**src/rtl/mem_lane_ctrl.sv**
```systemverilog
// Load/store front-end for four byte-wide data-memory banks.
// Each request runs IDLE -> ACCESS -> RESP. Stores are split into lane writes; loads are merged and extended.
module mem_lane_ctrl #(
    parameter int BANK_AW     = 10,
    parameter bit CHECK_RANGE = 1'b1
) (
    input  logic               clk,
    input  logic               rst_n,
    input  logic               req_valid,
    output logic               req_ready,
    input  logic               req_we,
    input  logic [31:0]        req_addr,
    input  logic [1:0]         req_size,
    input  logic               req_unsigned,
    input  logic [31:0]        req_wdata,
    output logic               resp_valid,
    output logic [31:0]        resp_rdata,
    output logic               resp_err,
    output logic [BANK_AW-1:0] bank_addr,
    output logic [31:0]        bank_d,
    output logic               bank_we,
    output logic [3:0]         bank_sel,
    input  logic [31:0]        bank_q
);
    typedef enum logic [1:0] {IDLE, ACCESS, RESP} state_t;

    state_t      state_q, state_d;
    logic        req_we_q, req_uns_q;
    logic [1:0]  req_size_q;
    logic [31:0] req_addr_q, req_wdata_q;
    logic [31:0] rdata_q, rdata_d;
    logic        err_q;
    logic        accept, acc_err, range_err;
    logic [3:0]  lane_mask;
    logic [7:0]  load_b;
    logic [15:0] load_h;
    logic [31:0] load_ext;

    assign accept = req_valid && (state_q == IDLE);

    always_ff @(posedge clk) begin
        if (!rst_n) begin
            state_q     <= IDLE;
            req_we_q    <= 1'b0;
            req_uns_q   <= 1'b0;
            req_size_q  <= 2'b00;
            req_addr_q  <= '0;
            req_wdata_q <= '0;
            rdata_q     <= '0;
            err_q       <= 1'b0;
        end else begin
            state_q <= state_d;
            if (accept) begin
                req_we_q    <= req_we;
                req_uns_q   <= req_unsigned;
                req_size_q  <= req_size;
                req_addr_q  <= req_addr;
                req_wdata_q <= req_wdata;
            end
            if (state_q == ACCESS) begin
                rdata_q <= rdata_d;
                err_q   <= acc_err;
            end
        end
    end

    // Any address bit above the bank space is out of range.
    if (CHECK_RANGE && (BANK_AW + 2 < 32)) begin : g_range
        assign range_err = |req_addr_q[31:BANK_AW+2];
    end else begin : g_no_range
        assign range_err = 1'b0;
    end

    always_comb begin
        acc_err   = 1'b1;
        lane_mask = 4'b0000;
        unique case (req_size_q)
            2'b00: begin
                acc_err   = range_err;
                lane_mask = 4'b0001 << req_addr_q[1:0];
            end
            2'b01: begin
                acc_err   = range_err | req_addr_q[0];
                lane_mask = req_addr_q[1] ? 4'b1100 : 4'b0011;
            end
            2'b10: begin
                acc_err   = range_err | (|req_addr_q[1:0]);
                lane_mask = 4'b1111;
            end
            default: begin
                acc_err   = 1'b1;
                lane_mask = 4'b0000;
            end
        endcase
    end

    always_comb begin
        unique case (req_addr_q[1:0])
            2'd0:    load_b = bank_q[7:0];
            2'd1:    load_b = bank_q[15:8];
            2'd2:    load_b = bank_q[23:16];
            default: load_b = bank_q[31:24];
        endcase
        load_h = req_addr_q[1] ? bank_q[31:16] : bank_q[15:0];
        unique case (req_size_q)
            2'b00:   load_ext = req_uns_q ? {24'b0, load_b} : {{24{load_b[7]}}, load_b};
            2'b01:   load_ext = req_uns_q ? {16'b0, load_h} : {{16{load_h[15]}}, load_h};
            default: load_ext = bank_q;
        endcase
        rdata_d = (acc_err || req_we_q) ? 32'b0 : load_ext;
    end

    // Narrow stores are replicated so the selected lanes see the right bytes wherever they sit.
    always_comb begin
        unique case (req_size_q)
            2'b00:   bank_d = {4{req_wdata_q[7:0]}};
            2'b01:   bank_d = {2{req_wdata_q[15:0]}};
            default: bank_d = req_wdata_q;
        endcase
    end

    always_comb begin
        state_d    = state_q;
        req_ready  = 1'b0;
        resp_valid = 1'b0;
        bank_we    = 1'b0;
        bank_sel   = 4'b0000;
        unique case (state_q)
            IDLE: begin
                req_ready = 1'b1;
                if (req_valid) state_d = ACCESS;
            end
            ACCESS: begin
                if (!acc_err) begin
                    bank_sel = lane_mask;
                    // A reset landing on this edge must not leave a partial write behind.
                    bank_we  = req_we_q && rst_n;
                end
                state_d = RESP;
            end
            RESP: begin
                resp_valid = 1'b1;
                state_d    = IDLE;
            end
            default: state_d = IDLE;
        endcase
    end

    assign resp_rdata = rdata_q;
    assign resp_err   = err_q;
    assign bank_addr  = req_addr_q[BANK_AW+1:2];
endmodule

```
**config.mk**
```make
export PLATFORM = sky130hd
export DESIGN_NAME = mem_lane_ctrl
export DESIGN_NICKNAME = d
export VERILOG_FILES = /design/src/rtl/mem_lane_ctrl.sv
export SDC_FILE = /design/constraint.sdc
export NUM_CORES = 1
export LEC_CHECK = 0
export BUFFER_PORTS_ARGS = -buffer_cell sky130_fd_sc_hd__buf_2
export CAP_MARGIN = 20
export CORE_MARGIN = 10
export CORE_UTILIZATION = 43
export DETAILED_ROUTE_END_ITERATION = 16
export PLACE_DENSITY = 0.71
export SETUP_SLACK_MARGIN = 0.05
export SYNTH_ARGS = -nofsm -noshare
export SYNTH_HDL_FRONTEND = slang
export SYNTH_SLANG_ARGS = --single-unit
```
**constraint.sdc**
```tcl
create_clock -name clk -period 3.02 [get_ports clk]
set_input_delay 0.604 -clock clk [delete_from_list [all_inputs] [get_ports clk]]
set_output_delay 0.604 -clock clk [all_outputs]
set_load 0.01 [all_outputs]
```
==> out/metrics.cfg <==
[worst_hold_path]
hold_path.class=register to register
hold_path.startpoint=resp_rdata[26]
worst_hold_path.endpoint=resp_rdata[26]
min_delay_path_depth=2

[logic_synthesis]
ys_warn_count=0
netlist_instances=605
synth.distinct_cells=41
synth_compound_area_share_pct=25.5
synth_common_cells=nand2_1, dfxtp_1, a21boi_0
yosys.area.top_type=dfxtp_1
synth_top_area_share_pct=42.0
syn_avg_cell_area_um2=8.12
synth-edff-count=0
synthArstFlopShare_pct=0
synth-simple-area-share_pct=20.4
synth_area_um2=4910
synth_nets=712
ys.flop_type=dfxtp_1
synthXorXnorAreaFrac_pct=0
synthAdderAreaFrac_pct=1.02
ys_seq_area_share_pct=42.0
ys_ff_latch=103
synth_top_family_by_area=compound AO/OA/AOI/OAI gates
muxShareOfSynthArea_pct=3.62
synthTopCellsByArea=dfxtp_1, nand2_1, a21boi_0
yosysMostFrequentCell=nand2_1

[setup_path]
cp.arrival_ps=2260
worstReg2RegEnd=resp_rdata[17]
critPathLaunchType=register
critical_path_class=register to primary output
worstPathRequired_ps=2420
r2r_cells=7
crit_path_max_fanout=6
rrSetupSlack_ps=640
end_kind=primary output
reg2reg_from=req_size_q[1]

[layout]
area.growth.synth_to_final_pct=23.6
drive_gt1_share_pct=32.1
fillers=1048
nets=850
n_antenna_cell=0

[sta]
fmax_ghz=0.349
tns_ps=0
relSlewSlack_pct=51.3
timing.final.crit_share_pct=94.9
finalCriticalPeriod_ps=2870
worstMarginPinSlew_ps=729
holdWs_ps=451
finalWorstSetupSlack_ps=153
fin_skew_ps=7.27
final_max_slew_viol_count=0
finalHoldViolations=0
rsz0062_at_grt=false
setup_viol=0

[run_status]
status=finished, final reports clean

[drt]
routedWlPerCell_um=17.2
postRouteAntennaNets=0
viasPerCell=5.30
route.detailed.drc=0
num_vias=4703
drt_iter0_drc=391
dr.pass1.iters=5
wirelength_um=15200

[die]
coreArea_um2=11000
rows=38
dieHeight_um=127
fp.dieW_um=127
ioPinCount=185
initial_core_util_pct=44.6
dieArea_um2=16100

[place]
pre_cts_slack_ps=216
dp_hpwl_um=11300
portBuffers=184
place_congestion=0.833

[global_route]
grt_pass1_wl_um=24100
antenna_found_initial=1
grt-ovfl-total=0
grtUsageTotal_pct=18.3
grt_pass1_vias=4788
grt_start_max_net_pins=60

[clock_tree]
clkTransAtPathRegs_ps=70
clk_latency_ps=350
clock-root-buffer=clkbuf_16
htree_levels=3
cts_sinks=103
cts_tree=done
cts_buffers=9
clockBufferDepth=2

[run]
cap_violations=0

[power]
powerDensity_nw_per_um2=526
p_leak_uw=0.00272
vdd_drop_max_mv=0.336

-- stage by stage --
step	utilization (%)	power, uW	instances	instance area, um^2
6_report	55.1	3200	888	6080
5_1_grt	55.1	3340	888	6080
4_1_cts	55.0	3220	888	6070
3_5_place_dp	52.2	2100	871	5760
3_3_place_gp	52.2	2090	871	5760
2_1_floorplan	-	1890	605	4910
-- worst max-delay path: stages (launching register included) --
cell and delay [ps]:
dfxtp_2 340, inv_1 110, ha_4 230, or4b_4 530, o22ai_4 190, and3_4 240
and3_1 150, buf_2 120
-- power by group --
| part | leakage [uW] | internal [uW] | switching (uW) |
|---|---|---|---|
| Clock | 0.000136 | 603 | 509 |
| Combinational | 0.00174 | 258 | 360 |
| Sequential | 0.000842 | 1420 | 43.6 |
| Total | 0.00272 | 2280 | 912 |
-- cell type report --
cell class | count | area (um^2) | share of cell area [%]
Sequential cell | 103 | 2060 | 34.0
Clock inverter | 3 | 17.5 | 0.288
Inverter | 3 | 11.3 | 0.185
Clock buffer | 13 | 260 | 4.28
Multi-Input combinational cell | 431 | 2520 | 41.5
Timing Repair Buffer | 195 | 1030 | 16.9
Tap cell | 140 | 175 | 2.88
-- layer usage --
layer	part of all wire, %	GRT usage [%]
met1	42	21.8
met2	47	29.4
met3	8.3	6.21
met4	2.2	7.90
met5	0.059	0
-- registers in the layout, indices dropped and copies added, names as in the netlist --
register and flops:
req_addr_q 32, req_we_q 1, req_wdata_q 32, resp_rdata 32
resp_err 1, state_q 2, req_uns_q 1, req_size_q 2
-- cells by family (layout without fill, tap and decap cells) --
| logic type | count (synthesis) | in the layout |
|---|---|---|
| multiplexers | 16 | 16 |
| AO/OA/AOI/OAI | 168 | 168 |
| AND/OR/NAND/NOR | 243 | 243 |
| adder cells (fa/ha/maj) | 4 | 4 |
| buffers and inverters | 71 | 214 |
| flip-flops | 103 | 103 |
-- worst max path at each step --
stage	start	end	slack (ps)	depth (start not counted)
after detailed placement	req_size_q[0]	bank_we	220	7
after CTS	req_size_q[0]	bank_we	60	7
after global routing	req_size_q[1]	bank_sel[2]	50	7
final	req_size_q[1]	bank_we	150	7
after floorplan	req_size_q[0]	bank_we	410	7
after global placement	req_size_q[0]	bank_we	280	7
-- repair_timing --
item                       in CTS  in global routing
cloned                          0                  0
setup buffers                   1                  0
setup endpoints to repair       5                 21
hold buffers                    0                  0
gates resized for setup         3                  5
pin swaps                       1                  1
-- layout by cell type, fill, tap and decap left out, types with 11 or more instances in the layout --
| master | n |
|---|---|
| buf_2 | 184 |
| a21boi_0 | 68 |
| a221oi_1 | 16 |
| nand2_1 | 208 |
| mux2_2 | 14 |
| o21a_1 | 11 |
| o21ai_1 | 19 |
| dfxtp_1 | 101 |
| o211ai_1 | 16 |
| o21ai_0 | 13 |
No activity file was read; power rests on OpenSTA's default activity.
